<file path="src/rtl/frame_pkg.sv">
// Shared encodings and default words for the transmit-side framer.
package frame_pkg;

    localparam int unsigned STATE_W = 2;

    typedef enum logic [STATE_W-1:0] {
        ST_IDLE    = 2'b00,
        ST_SYNC    = 2'b01,
        ST_PAYLOAD = 2'b10
    } state_t;

    localparam logic [3:0] DEF_SYNC_WORD = 4'b1101;
    localparam logic [3:0] DEF_FILL_WORD = 4'b0000;

endpackage

</file>
<file path="src/rtl/frame_gen_gray_enc.sv">
// Combinational binary to Gray code converter.
module gray_enc #(
    parameter int unsigned W = 4
) (
    input  logic [W-1:0] bin,
    output logic [W-1:0] gray
);

    assign gray = bin ^ (bin >> 1);

endmodule

</file>
<file path="src/rtl/frame_gen.sv">
// Transmit framer: one sync slot then FRAME_LEN-1 payload slots per frame,
// fill word on underrun, Gray-coded frame counter for cross-domain monitors.
module frame_gen
    import frame_pkg::*;
#(
    parameter int unsigned DATA_W    = 4,
    parameter int unsigned FRAME_LEN = 8,
    parameter logic [DATA_W-1:0] SYNC_WORD = DATA_W'(DEF_SYNC_WORD),
    parameter logic [DATA_W-1:0] FILL_WORD = DATA_W'(DEF_FILL_WORD),
    parameter int unsigned CNT_W     = 4
) (
    input  logic              clk,
    input  logic              reset,
    input  logic              enable,
    input  logic [DATA_W-1:0] in_data,
    input  logic              in_valid,
    output logic              in_ready,
    output logic [DATA_W-1:0] tx_data,
    output logic              tx_valid,
    output logic              sof,
    output logic [1:0]        state,
    output logic              tx_fill,
    output logic [CNT_W-1:0]  frame_cnt_gray
);

    localparam int unsigned SLOT_W = (FRAME_LEN > 2) ? $clog2(FRAME_LEN) : 1;
    localparam logic [SLOT_W-1:0] LAST_SLOT = SLOT_W'(FRAME_LEN - 1);

    state_t             state_q, next_state;
    logic [SLOT_W-1:0]  slot_q, next_slot;
    logic [CNT_W-1:0]   cnt_q, cnt_next, gray_next;

    assign cnt_next = cnt_q + CNT_W'(1);

    gray_enc #(.W(CNT_W)) u_gray (
        .bin  (cnt_next),
        .gray (gray_next)
    );

    // State and slot registers
    always_ff @(posedge clk or posedge reset) begin
        if (reset) begin
            state_q <= ST_IDLE;
            slot_q  <= '0;
        end else begin
            state_q <= next_state;
            slot_q  <= next_slot;
        end
    end

    // Next state depends only on state, slot and enable, so in_ready has no path from in_valid
    always_comb begin
        next_state = ST_IDLE;
        next_slot  = '0;
        case (state_q)
            ST_SYNC: begin
                next_state = ST_PAYLOAD;
                next_slot  = SLOT_W'(1);
            end
            ST_PAYLOAD: begin
                if (slot_q < LAST_SLOT) begin
                    next_state = ST_PAYLOAD;
                    next_slot  = slot_q + SLOT_W'(1);
                end else if (enable) begin
                    next_state = ST_SYNC;
                end
            end
            default: begin
                if (enable) begin
                    next_state = ST_SYNC;
                end
            end
        endcase
    end

    assign in_ready = (next_state == ST_PAYLOAD) && !reset;
    assign state    = state_q;

    // Output registers load the word for the slot being entered
    always_ff @(posedge clk or posedge reset) begin
        if (reset) begin
            tx_data        <= '0;
            tx_valid       <= 1'b0;
            sof            <= 1'b0;
            tx_fill        <= 1'b0;
            cnt_q          <= '0;
            frame_cnt_gray <= '0;
        end else begin
            case (next_state)
                ST_SYNC: begin
                    tx_data        <= SYNC_WORD;
                    tx_valid       <= 1'b1;
                    sof            <= 1'b1;
                    tx_fill        <= 1'b0;
                    cnt_q          <= cnt_next;
                    frame_cnt_gray <= gray_next;
                end
                ST_PAYLOAD: begin
                    tx_valid <= 1'b1;
                    sof      <= 1'b0;
                    if (in_valid) begin
                        tx_data <= in_data;
                        tx_fill <= 1'b0;
                    end else begin
                        tx_data <= FILL_WORD;
                        tx_fill <= 1'b1;
                    end
                end
                default: begin
                    tx_data  <= '0;
                    tx_valid <= 1'b0;
                    sof      <= 1'b0;
                    tx_fill  <= 1'b0;
                end
            endcase
        end
    end

endmodule

</file>
<file path="config.mk">
export PLATFORM = sky130hd
export DESIGN_NAME = frame_gen
export DESIGN_NICKNAME = d
export VERILOG_FILES = /design/src/rtl/frame_pkg.sv /design/src/rtl/frame_gen_gray_enc.sv /design/src/rtl/frame_gen.sv
export SDC_FILE = /design/constraint.sdc
export NUM_CORES = 1
export LEC_CHECK = 0
export BUFFER_PORTS_ARGS = -buffer_cell sky130_fd_sc_hd__buf_2
export CORE_UTILIZATION = 45
export DETAILED_ROUTE_END_ITERATION = 12
export HOLD_SLACK_MARGIN = 0.1
export PLACE_DENSITY = 0.69
export SYNTH_ARGS = -nofsm -noshare
export SYNTH_HDL_FRONTEND = slang
export SYNTH_SLANG_ARGS = --single-unit
</file>
<file path="constraint.sdc">
create_clock -name clk -period 3.3 [get_ports clk]
set_input_delay 0.66 -clock clk [delete_from_list [all_inputs] [get_ports clk]]
set_output_delay 0.66 -clock clk [all_outputs]
set_load 0.01 [all_outputs]
</file>
==> impl_metrics.json <==
{
  "finalSetupViolations": 0,
  "grt_pass1_vias": 538,
  "die_area_mm2": 0.002109,
  "synth_seq_cells": 19,
  "cts_buffer_depth": 2,
  "worst_hold_slack_ps": 469.0,
  "area_growth_pct": 17.29,
  "ctsResizeCount": 0,
  "final_core_util_pct": 57.73,
  "skew_ps": 1.166,
  "drt-total-wl_um": 1325,
  "start_kind": "flop",
  "via_per_inst": 4.851,
  "drc_errors": 0,
  "worst-setup-path-type": "reg2out",
  "layout.cells.non_filler": 121,
  "antenna_found_initial": 0,
  "die-height_um": 45.93,
  "rows": 15,
  "post-route-min-period_ps": 2582,
  "design_area_mm2": 0.001018,
  "fin_tns_setup_ps": 0,
  "vdd_drop_max_v": 0.0005534,
  "synth_area_per_cell_um2": 11.89,
  "power_mw": 1.007,
  "wl_per_cell_um": 10.95,
  "ant_nets": 0,
  "ys_types": 22,
  "status": "complete, no violations",
  "slew_violations": 0,
  "dpl_worst_slack_ps": 1056,
  "nNetsFinal": 112,
  "hold_path.class": "in2async",
  "synthTopCellsByArea": "dfrtp_1 55%, ha_1 10%, xnor2_1 7.1%",
  "yosysSeqAreaShare_pct": 54.76,
  "layout-drive-gt1-share_pct": 31.25,
  "cts_root_buffer": "clkbuf_4",
  "start_util_pct": 49.22,
  "clock.fmax_mhz": 387.3,
  "io_pins": 22,
  "cts_tree": "yes",
  "drt_iter0_markers": 2,
  "antenna_cells": 0,
  "clk_latency_ps": 290,
  "cts_setup_buffers": 0,
  "cp.arrival_ps": 1920,
  "track_usage_pct": 15.63,
  "cap_violations": 0,
  "placed_cell_area_um2": 992.2,
  "cts_hold_buf": 0,
  "hold_viol_final": 0,
  "dp_hpwl_um": 1004,
  "crit_fanout": 5,
  "layout_setup_ws_ps": 717.9,
  "vias": 587,
  "synth_cells": 73,
  "placedCellCount": 117,
  "grt_max_degree": 20,
  "yosys_warnings": 0,
  "io_buffers": 21,
  "htree_levels": 1,
  "p_per_area_mw_per_mm2": 988.8,
  "max-slew-margin-rel_pct": 53.51,
  "worst_pin_slew_ps": 696.6,
  "endpoint_kind": "output port",
  "grt.overflow.total": 0,
  "routabilityCongestion": 0.7074,
  "clkTransAtPathRegs_ps": 100,
  "cts-buffers-inserted": 3,
  "power_leakage_nw": 0.5164,
  "synth.largest_area_cell": "dfrtp_1",
  "cts.sinks": 19,
  "grt_pass1_wl_um": 2283,
  "finalCritPeriodShare_pct": 78.24,
  "yosysTopAreaCellShare_pct": 54.76,
  "crit_required_ps": 2640,
  "rsz0062_at_grt": "false",
  "syn_area_um2": 868.3,
  "coreArea_mm2": 0.001764,
  "dr.pass1.iters": 2,
  "dieWidth_um": 45.93,
  "synth_nets": 88
}
-- state kept, by name, summed over array words and instances (netlist names) --
signal,cells
tx_valid,1
frame_cnt_gray,4
tx_fill,1
slot_q,3
tx_data,4
sof,1
cnt_q,3
state,2
-- placed cells by master (no fill, tap or decap), drive strengths merged --
cell    netlist  layout
ha            7       7
nand4         1       1
nor2          6       6
inv           7       7
mux2          4       4
nand2b        2       2
xnor2         7       7
xor2          1       1
a21boi        1       1
buf           2      21
nand3b        1       1
nand2         3       3
nand3         1       1
a31oi         3       3
clkbuf        0       4
nor2b         2       2
a21oi         3       3
and4          1       1
or2           1       1
a41o          1       1
dfrtp        19      19
-- worst max-delay path, stage by stage (launching register included) --
cell,delay (ps)
dfrtp_1,370
inv_1,60
ha_1,350
a41o_1,220
nand2_1,120
ha_1,240
nor2b_1,140
buf_2,130
-- final timing paths --
path / slack [ps] / endpoint / depth (start not counted) / startpoint
min: 470 / tx_valid / 2 / reset
max reg2reg: 1260 / frame_cnt_gray[0] / 7 / state[0]
min in group clk: 510 / frame_cnt_gray[1] / 1 / frame_cnt_gray[1]
max: 720 / in_ready / 7 / state[0]
min reg2reg: 510 / frame_cnt_gray[1] / 1 / frame_cnt_gray[1]
max in group asynchronous: 2390 / frame_cnt_gray[0] / 2 / reset
-- per-layer routing --
metal  vias to the layer above  track usage, %  part of all wire (%)
li1                        286               -                     -
met1                       279           19.40                    46
met2                        18           24.79                    47
met3                         4           5.952                   5.6
met4                         0           5.294                   1.3
met5                         -               0                     0
-- synthesized netlist by cell type --
master	number
nand2_1	3
a31oi_1	3
a21boi_2	1
and4_1	1
nand4_1	1
nor2_1	6
dfrtp_1	19
inv_1	7
a41o_1	1
mux2_2	3
nand3_1	1
xnor2_1	7
ha_1	7
buf_2	1
nand2b_1	2
or2_2	1
buf_4	1
xor2_1	1
nor2b_1	2
nand3b_1	1
a21oi_1	3
mux2_4	1
-- power breakdown --
group / total [mW] / internal [mW] / switching, mW / leakage (nW)
clock network: 0.113 / 0.0471 / 0.0658 / 0.0150
logic: 0.504 / 0.262 / 0.242 / 0.258
registers: 0.390 / 0.326 / 0.0638 / 0.243
total: 1.01 / 0.635 / 0.372 / 0.516
-- area by class of cell --
type	count	area, um^2
Fill cell	179	745.7
Sequential cell	19	475.5
Multi-Input combinational cell	45	354.1
Timing Repair Buffer	21	105.1
Tap cell	25	31.28
Clock buffer	4	26.28
Inverter	7	26.28
-- logic make-up after synthesis --
group,Yosys count,synth area share (%)
compound gates,8,6.340
flops,19,54.76
fa+ha+maj,7,10.09
xor+xnor,8,8.069
mux,4,5.619
buf+inv,9,4.467
simple gates,18,10.66
Note: power is estimated with default switching activity, not from simulation.
